--- src/rtl/tick_pwm_pkg.sv ---
// Shared types and constants for the tick-driven PWM generator.
// Contents: FSM state type, tick source select encodings, default counter width.
package tick_pwm_pkg;

    localparam int unsigned TICK_PWM_CNT_W = 8;

    localparam logic TICK_SEL_DIV6  = 1'b0;
    localparam logic TICK_SEL_DIV12 = 1'b1;

    typedef enum logic [1:0] {
        ST_IDLE  = 2'd0,
        ST_RUN   = 2'd1,
        ST_DRAIN = 2'd2
    } tick_pwm_state_t;

endpackage

--- src/rtl/tick_pwm_if.sv ---
// Control/status bundle between the PWM generator and its controller.
// master: drives divider levels, tick select, start/stop, period/duty load.
// slave : the generator; returns load_ready, pwm_out, period_done, busy, cnt.
interface tick_pwm_if
    import tick_pwm_pkg::*;
#(
    parameter int unsigned CNT_W = TICK_PWM_CNT_W
) ();

    logic             div6_in;
    logic             div12_in;
    logic             tick_sel;
    logic             start;
    logic             stop;
    logic             load_valid;
    logic             load_ready;
    logic [CNT_W-1:0] period;
    logic [CNT_W-1:0] duty;
    logic             pwm_out;
    logic             period_done;
    logic             busy;
    logic [CNT_W-1:0] cnt;

    modport master (
        output div6_in, div12_in, tick_sel, start, stop, load_valid, period, duty,
        input  load_ready, pwm_out, period_done, busy, cnt
    );

    modport slave (
        input  div6_in, div12_in, tick_sel, start, stop, load_valid, period, duty,
        output load_ready, pwm_out, period_done, busy, cnt
    );

endinterface

--- src/rtl/tick_pwm_edge_tick.sv ---
// Converts every level change of one divider output into a one-cycle tick.
// Ports: clk, reset (async, active-low), lvl_i (divider level), tick_c (comb tick).
// TICK_PWM_SYNC_EN: when defined, lvl_i passes a 2-flop synchronizer first,
// delaying the tick by exactly two clk cycles.
module tick_pwm_edge_tick (
    input  logic clk,
    input  logic reset,
    input  logic lvl_i,
    output logic tick_c
);

    logic lvl_s;
    logic dly_q;

`ifdef TICK_PWM_SYNC_EN
    logic [1:0] sync_q;

    // Two-stage synchronizer ahead of the edge detector
    always_ff @(posedge clk or negedge reset) begin
        if (!reset) sync_q <= 2'b00;
        else        sync_q <= {sync_q[0], lvl_i};
    end

    assign lvl_s = sync_q[1];
`else
    assign lvl_s = lvl_i;
`endif

    // Delay flop updates every cycle so a later source switch sees no stale level
    always_ff @(posedge clk or negedge reset) begin
        if (!reset) dly_q <= 1'b0;
        else        dly_q <= lvl_s;
    end

    assign tick_c = lvl_s ^ dly_q;

endmodule

--- src/rtl/tick_pwm.sv ---
// PWM / period-event generator clocked by ticks from the divider outputs.
// Ports: clk, reset (async, active-low), bus (tick_pwm_if.slave):
//   inputs  div6_in, div12_in, tick_sel, start, stop, load_valid, period, duty
//   outputs load_ready, pwm_out, period_done, busy, cnt (all registered)
// period = 0 means 2^CNT_W ticks. New period/duty are double-buffered and
// applied on start from idle or on a period wrap.
// TICK_PWM_SYNC_EN: adds a 2-flop synchronizer on each divider input.
module tick_pwm
    import tick_pwm_pkg::*;
#(
    parameter int unsigned CNT_W = TICK_PWM_CNT_W
) (
    input logic       clk,
    input logic       reset,
    tick_pwm_if.slave bus
);

    localparam logic [CNT_W-1:0] CNT_ONE = CNT_W'(1);

    tick_pwm_state_t  state_q, state_d;
    logic [CNT_W-1:0] cnt_q, cnt_d;
    logic [CNT_W-1:0] per_act_q, per_act_d;
    logic [CNT_W-1:0] duty_act_q, duty_act_d;
    logic [CNT_W-1:0] per_sh_q, per_sh_d;
    logic [CNT_W-1:0] duty_sh_q, duty_sh_d;
    logic             ready_q, ready_d;
    logic             pwm_q, pwm_d;
    logic             done_q, done_d;
    logic             busy_q, busy_d;

    logic             tick6_c, tick12_c, tick_c;
    logic             wrap_c;
    logic             apply_c;

    tick_pwm_edge_tick u_edge_tick_div6 (
        .clk    (clk),
        .reset  (reset),
        .lvl_i  (bus.div6_in),
        .tick_c (tick6_c)
    );

    tick_pwm_edge_tick u_edge_tick_div12 (
        .clk    (clk),
        .reset  (reset),
        .lvl_i  (bus.div12_in),
        .tick_c (tick12_c)
    );

    assign tick_c = (bus.tick_sel == TICK_SEL_DIV12) ? tick12_c : tick6_c;

    // Modular compare: per_act = 0 wraps at all-ones, i.e. 2^CNT_W ticks
    assign wrap_c = (cnt_q == (per_act_q - CNT_ONE));

    // Next-state, counter, shadow/active buffering and output decode
    always_comb begin
        state_d    = state_q;
        cnt_d      = cnt_q;
        per_act_d  = per_act_q;
        duty_act_d = duty_act_q;
        per_sh_d   = per_sh_q;
        duty_sh_d  = duty_sh_q;
        ready_d    = ready_q;
        done_d     = 1'b0;
        apply_c    = 1'b0;

        if (bus.load_valid && ready_q) begin
            per_sh_d  = bus.period;
            duty_sh_d = bus.duty;
            ready_d   = 1'b0;
        end

        case (state_q)
            ST_IDLE: begin
                if (bus.start) begin
                    state_d = ST_RUN;
                    cnt_d   = '0;
                    apply_c = ~ready_q;
                end
            end
            ST_RUN, ST_DRAIN: begin
                if ((state_q == ST_RUN) && bus.stop) state_d = ST_DRAIN;
                if (tick_c) begin
                    if (wrap_c) begin
                        cnt_d   = '0;
                        done_d  = 1'b1;
                        apply_c = ~ready_q;
                        if (state_q == ST_DRAIN) state_d = ST_IDLE;
                    end else begin
                        cnt_d = cnt_q + CNT_ONE;
                    end
                end
            end
            default: state_d = ST_IDLE;
        endcase

        // A pending shadow never coincides with an accepted load (ready_q differs)
        if (apply_c) begin
            per_act_d  = per_sh_q;
            duty_act_d = duty_sh_q;
            ready_d    = 1'b1;
        end

        busy_d = (state_d != ST_IDLE);
        pwm_d  = (state_d != ST_IDLE) && (cnt_d < duty_act_d);
    end

    always_ff @(posedge clk or negedge reset) begin
        if (!reset) begin
            state_q    <= ST_IDLE;
            cnt_q      <= '0;
            per_act_q  <= '0;
            duty_act_q <= '0;
            per_sh_q   <= '0;
            duty_sh_q  <= '0;
            ready_q    <= 1'b1;
            pwm_q      <= 1'b0;
            done_q     <= 1'b0;
            busy_q     <= 1'b0;
        end else begin
            state_q    <= state_d;
            cnt_q      <= cnt_d;
            per_act_q  <= per_act_d;
            duty_act_q <= duty_act_d;
            per_sh_q   <= per_sh_d;
            duty_sh_q  <= duty_sh_d;
            ready_q    <= ready_d;
            pwm_q      <= pwm_d;
            done_q     <= done_d;
            busy_q     <= busy_d;
        end
    end

    assign bus.load_ready  = ready_q;
    assign bus.pwm_out     = pwm_q;
    assign bus.period_done = done_q;
    assign bus.busy        = busy_q;
    assign bus.cnt         = cnt_q;

endmodule

--- src/flat_wrapper.sv ---
// flat-port wrapper written by rule: the top's interface ports become plain ports
module tick_pwm_flat import tick_pwm_pkg::*;
#(
    parameter int unsigned CNT_W = TICK_PWM_CNT_W
)
  (clk, reset, bus_div6_in, bus_div12_in, bus_tick_sel, bus_start, bus_stop, bus_load_valid, bus_period, bus_duty, bus_load_ready, bus_pwm_out, bus_period_done, bus_busy, bus_cnt);
  tick_pwm_if #(.CNT_W(CNT_W)) bus_i ();
  input logic clk;
  input logic reset;
  input wire logic [$bits(bus_i.div6_in)-1:0] bus_div6_in;
  input wire logic [$bits(bus_i.div12_in)-1:0] bus_div12_in;
  input wire logic [$bits(bus_i.tick_sel)-1:0] bus_tick_sel;
  input wire logic [$bits(bus_i.start)-1:0] bus_start;
  input wire logic [$bits(bus_i.stop)-1:0] bus_stop;
  input wire logic [$bits(bus_i.load_valid)-1:0] bus_load_valid;
  input wire logic [$bits(bus_i.period)-1:0] bus_period;
  input wire logic [$bits(bus_i.duty)-1:0] bus_duty;
  output wire logic [$bits(bus_i.load_ready)-1:0] bus_load_ready;
  output wire logic [$bits(bus_i.pwm_out)-1:0] bus_pwm_out;
  output wire logic [$bits(bus_i.period_done)-1:0] bus_period_done;
  output wire logic [$bits(bus_i.busy)-1:0] bus_busy;
  output wire logic [$bits(bus_i.cnt)-1:0] bus_cnt;
  assign bus_i.div6_in = bus_div6_in;
  assign bus_i.div12_in = bus_div12_in;
  assign bus_i.tick_sel = bus_tick_sel;
  assign bus_i.start = bus_start;
  assign bus_i.stop = bus_stop;
  assign bus_i.load_valid = bus_load_valid;
  assign bus_i.period = bus_period;
  assign bus_i.duty = bus_duty;
  assign bus_load_ready = bus_i.load_ready;
  assign bus_pwm_out = bus_i.pwm_out;
  assign bus_period_done = bus_i.period_done;
  assign bus_busy = bus_i.busy;
  assign bus_cnt = bus_i.cnt;
  tick_pwm #(.CNT_W(CNT_W)) u_core (.clk(clk), .reset(reset), .bus(bus_i));
endmodule
--- config.mk ---
export PLATFORM = sky130hd
export DESIGN_NAME = tick_pwm_flat
export DESIGN_NICKNAME = d
export VERILOG_FILES = /design/src/rtl/tick_pwm_pkg.sv /design/src/rtl/tick_pwm_if.sv /design/src/rtl/tick_pwm_edge_tick.sv /design/src/rtl/tick_pwm.sv /design/src/flat_wrapper.sv
export SDC_FILE = /design/constraint.sdc
export NUM_CORES = 1
export LEC_CHECK = 0
export ABC_AREA = 1
export CAP_MARGIN = 20
export CORE_AREA = 2 2 79 89
export DETAILED_ROUTE_END_ITERATION = 8
export DIE_AREA = 0 0 81 91
export HOLD_SLACK_MARGIN = 0.1
export PLACE_DENSITY_LB_ADDON = 0.05
export SLEW_MARGIN = 20
export SYNTH_ARGS = -nofsm -noshare
export SYNTH_HDL_FRONTEND = slang
export SYNTH_SLANG_ARGS = --single-unit
export TNS_END_PERCENT = 5
--- constraint.sdc ---
create_clock -name clk -period 4.7 [get_ports clk]
set_input_delay 1.41 -clock clk [delete_from_list [all_inputs] [get_ports clk]]
set_output_delay 1.41 -clock clk [all_outputs]
set_load 0.02 [all_outputs]
==> Yosys cells after proc, flatten, opt, wreduce, memory -nomap -nowiden <==
Index checks and enable logic that the tools add are counted.
{ "op_classes": {"n_reduce_logical": 7, "bitwise": 3, "magnitude_cmp": 1, "mux": 21, "eq_ne": 3, "n_addsub": 2} }
{ "op_table": {"columns": ["op", "count"], "rows": [
  ["$mux W8", 4],
  ["$pmux W8 S2", 1],
  ["$mux W2", 5],
  ["$mux W1", 9],
  ["$add A8 B1 Y8 const B", 1],
  ["$eq A8 B8 Y1", 1],
  ["$lt A8 B8 Y1", 1],
  ["$sub A8 B1 Y8 const B", 1],
  ["$pmux W2 S2", 1],
  ["$reduce_bool A2 Y1", 2],
  ["$logic_and A1 B1 Y1", 3],
  ["$eq A2 B1 Y1 const B", 1],
  ["$eq A2 B2 Y1 const B", 1],
  ["$logic_not A2 Y1", 1],
  ["$pmux W1 S2", 1],
  ["$reduce_or A2 Y1", 1],
  ["$xor A1 B1 Y1", 2],
  ["$not A1 Y1", 1]
]} }
{ "totals": {"reg_bits": 48, "inputBits": 24} }

==> Logic depth before layout (Yosys ltp) <==
{ "logic_depth": {"word_depth": 9, "mapped_depth": 21, "depth_no_buf": 21} }

==> Cells and area by module <==
A second synthesis with hierarchy kept.
{ "hier_totals": {"hier_cells": 298, "area_unflattened_um2": 2602.5} }
{ "modules_own_cells": {"columns": ["mod", "cells_per_inst", "seq_area_each_um2", "n_inst", "area_per_inst_um2"], "rows": [
  ["tick_pwm", 286, 1152.4, 1, 2514.9],
  ["tick_pwm_edge_tick", 6, 25.0, 2, 43.8]
]} }

==> Worst setup path before layout <==
No wires, ideal clock.
{ "synth_timing": {"kind": "input to register", "from": "input bus_div12_in", "to": "register u_core.pwm_q (netlist: u_core.bus.pwm_out)", "slack_ps": 1439, "stages": 17, "setup_ps": 120, "arrival_time_ps": 3142, "path_cell_list": "xor2_1 nand2_1 nand2_1 nand3_1 nor2_2 nand2_1 nand2_1 inv_1 nand2_1 a21oi_1 o21ai_0 o21ai_0 ha_1 nand2_1 o21a_1 nand2_1 a21oi_2"} }
{ "synth_between": {"word_cells_on_any_way": 12, "cone_classes": "1 x order compare; 8 x mux; 1 x bitwise; 2 x reduce/logical"} }
{ "synth_lines": {"columns": ["element", "line_no", "text"], "rows": [
  ["start: declaration", "flat_wrapper.sv:11", "input wire logic [$bits(bus_i.div12_in)-1:0] bus_div12_in;"],
  ["$xor A1 B1 Y1", "tick_pwm_edge_tick.sv:35", "assign tick_c = lvl_s ^ dly_q;"],
  ["$mux W1", "tick_pwm.sv:49", "assign tick_c = (bus.tick_sel == TICK_SEL_DIV12) ? tick12_c : tick6_c;"],
  ["$mux W8", "tick_pwm.sv:82", "if (tick_c) begin"],
  ["$pmux W8 S2", "tick_pwm.sv:72", "case (state_q)"],
  ["net u_core.cnt_d[7]", "tick_pwm.sv:21", "logic [CNT_W-1:0] cnt_q, cnt_d;"],
  ["$lt A8 B8 Y1", "tick_pwm.sv:104", "pwm_d = (state_d != ST_IDLE) && (cnt_d < duty_act_d);"],
  ["$logic_and A1 B1 Y1", "tick_pwm.sv:104", null],
  ["net u_core.pwm_d", "tick_pwm.sv:27", "logic pwm_q, pwm_d;"],
  ["end signal: assignment", "tick_pwm.sv:127", "pwm_q <= pwm_d;"],
  ["end: declaration", "tick_pwm.sv:27", null]
]} }
The timed path passes the listed nets, and every way through them passes these cells.
A chain may end at the register's enable or synchronous reset.

==> Worst setup path in the final report <==
{ "layout_timing": {"from": "input bus_div12_in", "to": "register u_core.pwm_q (netlist: u_core.bus.pwm_out)"} }
{ "layout_between": {"elab_chain_len": 7, "word_cells_on_any_way": 12, "cone_classes": "1 x order compare; 8 x mux; 1 x bitwise; 2 x reduce/logical"} }
{ "layout_lines": {"columns": ["element", "line_no", "text"], "rows": [
  ["$xor A1 B1 Y1 *", "tick_pwm_edge_tick.sv:35", null],
  ["$mux W1 *", "tick_pwm.sv:49", null],
  ["$mux W1", "tick_pwm.sv:82", null],
  ["$pmux W1 S2", "tick_pwm.sv:72", null],
  ["$mux W8", "tick_pwm.sv:97", "if (apply_c) begin"],
  ["$lt A8 B8 Y1", "tick_pwm.sv:104", null],
  ["$logic_and A1 B1 Y1 *", "tick_pwm.sv:104", null],
  ["net u_core.pwm_d", "tick_pwm.sv:27", null]
]} }
The timed path passes the listed nets; every way through them passes the cells marked *.

==> flow_metrics.tcl <==
set metrics [dict create \
    core_area_sq_um 6440 \
    worstPathArrival_ns 4.02 \
    drt_first_pass_iters 6 \
    ys_seq_elements 48 \
    antenna_found_initial 0 \
    ys.warnings.count 0 \
    hold_path.class "flip-flop to flip-flop" \
    synth_area_sq_um 2520 \
    cts_resized 0 \
    synth_cells 290 \
    placed_cells 405 \
    overflow 0 \
    dp_hpwl_um 3900 \
    numCtsBuffers 5 \
    post_cts_buffers 0 \
    p_int_mw 1.09 \
    syn_nets 327 \
    antenna_cells 0 \
    place_ws_ns 0.568 \
    endpoint_kind "flip-flop" \
    outcome "finished, final reports clean" \
    layout-drive-gt1-share_pct 11.2 \
    grt_max_degree 29 \
    regArea_sq_um 1200 \
    max_freq_mhz 264 \
    fin_crit_sh_pct 80.7 \
    cts_tree "built" \
    drt-wirelength-per-cell_um 12.2 \
    cts_hold_buf 0 \
    r2r-end "u_core.bus.pwm_out$_DFF_PN0_" \
    rows 31 \
    worstPathMaxFanout 24 \
    skew_ns 0.0127 \
    grt_pass1_wl_um 8690 \
    crit_path_start "bus_div12_in" \
    finalNonFillerCells 413 \
    remaining_drc_errors 0 \
    finalCoreUtilization_pct 47.8 \
    rsz0062_at_grt "no" \
    p_sw_mw 0.701 \
    slew_headroom_pct 52.7 \
    setup_violations 0 \
    worstSetupEndpoint "u_core.bus.pwm_out$_DFF_PN0_" \
    startpoint_type "primary input" \
    clock_latency_ns 0.30 \
    power_frac_seq_pct 38.7 \
    grt_pass1_vias 1759 \
    grtUsageTotal_pct 15.3 \
    gp_congestion 0.893 \
    powerDensity_nw_per_um2 581 \
    vdd_ir_drop_max_uv 284 \
    vias 1899 \
    synthDistinctLibCells 30 \
    cap_violations 0 \
    synth_area_per_cell_sq_um 8.69 \
    multi_input_area_sq_um 1110 \
    p_total_mw 1.79 \
    layout_min_cycle_time_ns 3.79 \
    cp.required_ns 4.93 \
    fin_ws_ns 0.909 \
    avgViaCountPerCell 4.60 \
    cts-root-buf "clkbuf_8" \
    p_sw_share_pct 39.2 \
    rr_startpoint "u_core.per_act_q[0]$_DFFE_PN0N_" \
    drtAntennaViolNets 0 \
    clock_path_buffers 2 \
    start_util_pct 39.2 \
    path_class "primary input to flip-flop" \
    die_area_sq_um 7370 \
    tightest_slew_ns 0.708 \
    drtIter0Drc 70 \
    setup_tns_ns 0 \
    syn2layout_area_growth_pct 22.2 \
    portBuffers 35 \
    slew_violations 0 \
    hold_viol 0 \
    p_leak_nw 1.52 \
    die_h_um 91 \
    comb_power_share_pct 43.6 \
    h-tree-depth 2 \
    r2r_slack_ns 1.79 \
    cts.sinks 48 \
    routed_wl_um 5040 \
    final_nets 367 \
    seq_area_frac_synth_pct 47.7 \
    cts.clk_slew.worst_paths_ns 0.09 \
    reg2reg_depth 18 \
    top_level_ports 36 \
    die_x_um 81 \
    power.share.clock_pct 17.8 \
    fillers 666 \
]
## final cells by class
class	instances	share of cell area, %
Clock buffer	6	2.68
Clock inverter	2	1.26
Inverter	50	6.09
Multi-Input combinational cell	188	35.9
Sequential cell	48	39.0
Tap cell	82	3.33
Timing Repair Buffer	37	11.7
## routing by layer
metal  share of wire (%)  wire (um)  up-vias  GRT usage, %
li1                    -          -     1001             -
met5                   0          0        -             0
met1                  51       2580      855          22.4
met3                 3.3        166        5          2.98
met2                  44       2240       38          23.1
met4                 1.1         53        0          4.24
## worst min-delay path by stage
stage                                   start                             end  slack, ns  depth (start not counted)
6_report       u_core.duty_act_q[0]$_DFF_PN0_  u_core.duty_act_q[0]$_DFF_PN0_       0.48                          2
2_1_floorplan  u_core.duty_act_q[0]$_DFF_PN0_  u_core.duty_act_q[0]$_DFF_PN0_       0.44                          2
3_3_place_gp   u_core.duty_act_q[0]$_DFF_PN0_  u_core.duty_act_q[0]$_DFF_PN0_       0.47                          2
4_1_cts        u_core.duty_act_q[0]$_DFF_PN0_  u_core.duty_act_q[0]$_DFF_PN0_       0.48                          2
3_5_place_dp   u_core.duty_act_q[0]$_DFF_PN0_  u_core.duty_act_q[0]$_DFF_PN0_       0.46                          2
5_1_grt        u_core.duty_act_q[0]$_DFF_PN0_  u_core.duty_act_q[0]$_DFF_PN0_       0.50                          2
## metrics by stage
stage	area (sq um)	hold slack, ns
after floorplan	2520	0.440
after global placement	2960	0.469
after detailed placement	2960	0.460
after CTS	3080	0.481
after global routing	3080	0.495
final	3080	0.482
## critical path, cell delays in order
cell and delay (ns):
clkdlybuf4s50_1 0.49, xor2_1 0.15, nand2_1 0.07, nand2_1 0.19, nand3_1 0.12, nor2_2 0.13, nand3_2 0.11, nand2_2 0.10
nand2_2 0.25, o21ai_1 0.30, ha_1 0.28, a21oi_1 0.12, o21a_1 0.13, nand2_1 0.06, a21oi_2 0.09
## state kept, by name (all words and copies together), names as in the netlist
register / count
u_core.bus.cnt: 8
u_core.duty_act_q: 8
u_core.duty_sh_q: 8
u_core.per_act_q: 8
u_core.per_sh_q: 8
u_core.state_q: 2
u_core.bus.busy: 1
u_core.bus.load_ready: 1
u_core.bus.period_done: 1
u_core.bus.pwm_out: 1
u_core.u_edge_tick_div12.dly_q: 1
u_core.u_edge_tick_div6.dly_q: 1
## power groups by stage
stage | Combinational, mW | Sequential (mW) | Clock, mW
after floorplan | 0.571 | 0.694 | 0
after global placement | 0.775 | 0.699 | 0
after detailed placement | 0.788 | 0.701 | 0
after CTS | 0.792 | 0.692 | 0.331
after global routing | 0.898 | 0.713 | 0.351
final | 0.779 | 0.691 | 0.318
## Yosys cell counts, drive strengths merged
library cell	instances	share of area [%]
clkbuf	1	0.15
xor2	8	2.8
nand2	70	11
buf	3	0.84
nor2	22	3.6
ha	13	6.5
mux2	15	6.8
inv	50	7.4
nand4	3	0.74
dfstp	1	1.0
nor3	1	0.20
xnor2	3	1.0
nand3	11	2.4
nor4	1	0.25
dfrtp	47	47
o32ai	1	0.35
or2	1	0.25
o22ai	4	0.99
a21oi	14	2.9
o21bai	1	0.30
o21ai	19	3.8
o21a	1	0.30
## cell families after synthesis
logic type | synth area share (%)
flip-flops | 47.7
buffers and inverters | 8.44
AO/OA/AOI/OAI | 8.64
AND/OR/NAND/NOR | 18.1
adder cells (fa/ha/maj) | 6.45
multiplexers | 6.85
XOR/XNOR | 3.82
## cell usage in the layout, fill, tap and decap left out
cell type / netlist / final
nor2_2: 3 / 3
dfrtp_1: 47 / 47
xor2_1: 8 / 8
o22ai_1: 4 / 4
ha_1: 13 / 13
o21ai_1: 10 / 10
a21oi_1: 13 / 13
o21bai_1: 1 / 1
nor4_1: 1 / 1
nand4_1: 3 / 3
nand2_1: 67 / 67
inv_2: 1 / 1
buf_2: 2 / 1
bufinv_16: 0 / 1
nand3_2: 1 / 1
a21oi_2: 1 / 1
dfstp_2: 1 / 1
mux2_4: 1 / 1
or2_2: 1 / 1
o21ai_0: 9 / 9
clkdlybuf4s50_1: 0 / 34
nor2_1: 19 / 19
xnor2_1: 3 / 3
clkinv_4: 0 / 1
nand2_2: 3 / 3
nor3_1: 1 / 1
clkbuf_8: 0 / 6
inv_1: 49 / 49
buf_4: 0 / 2
nand3_1: 10 / 10
o32ai_1: 1 / 1
o21a_1: 1 / 1
mux2_2: 14 / 14
(Power assumes the default switching activity.)
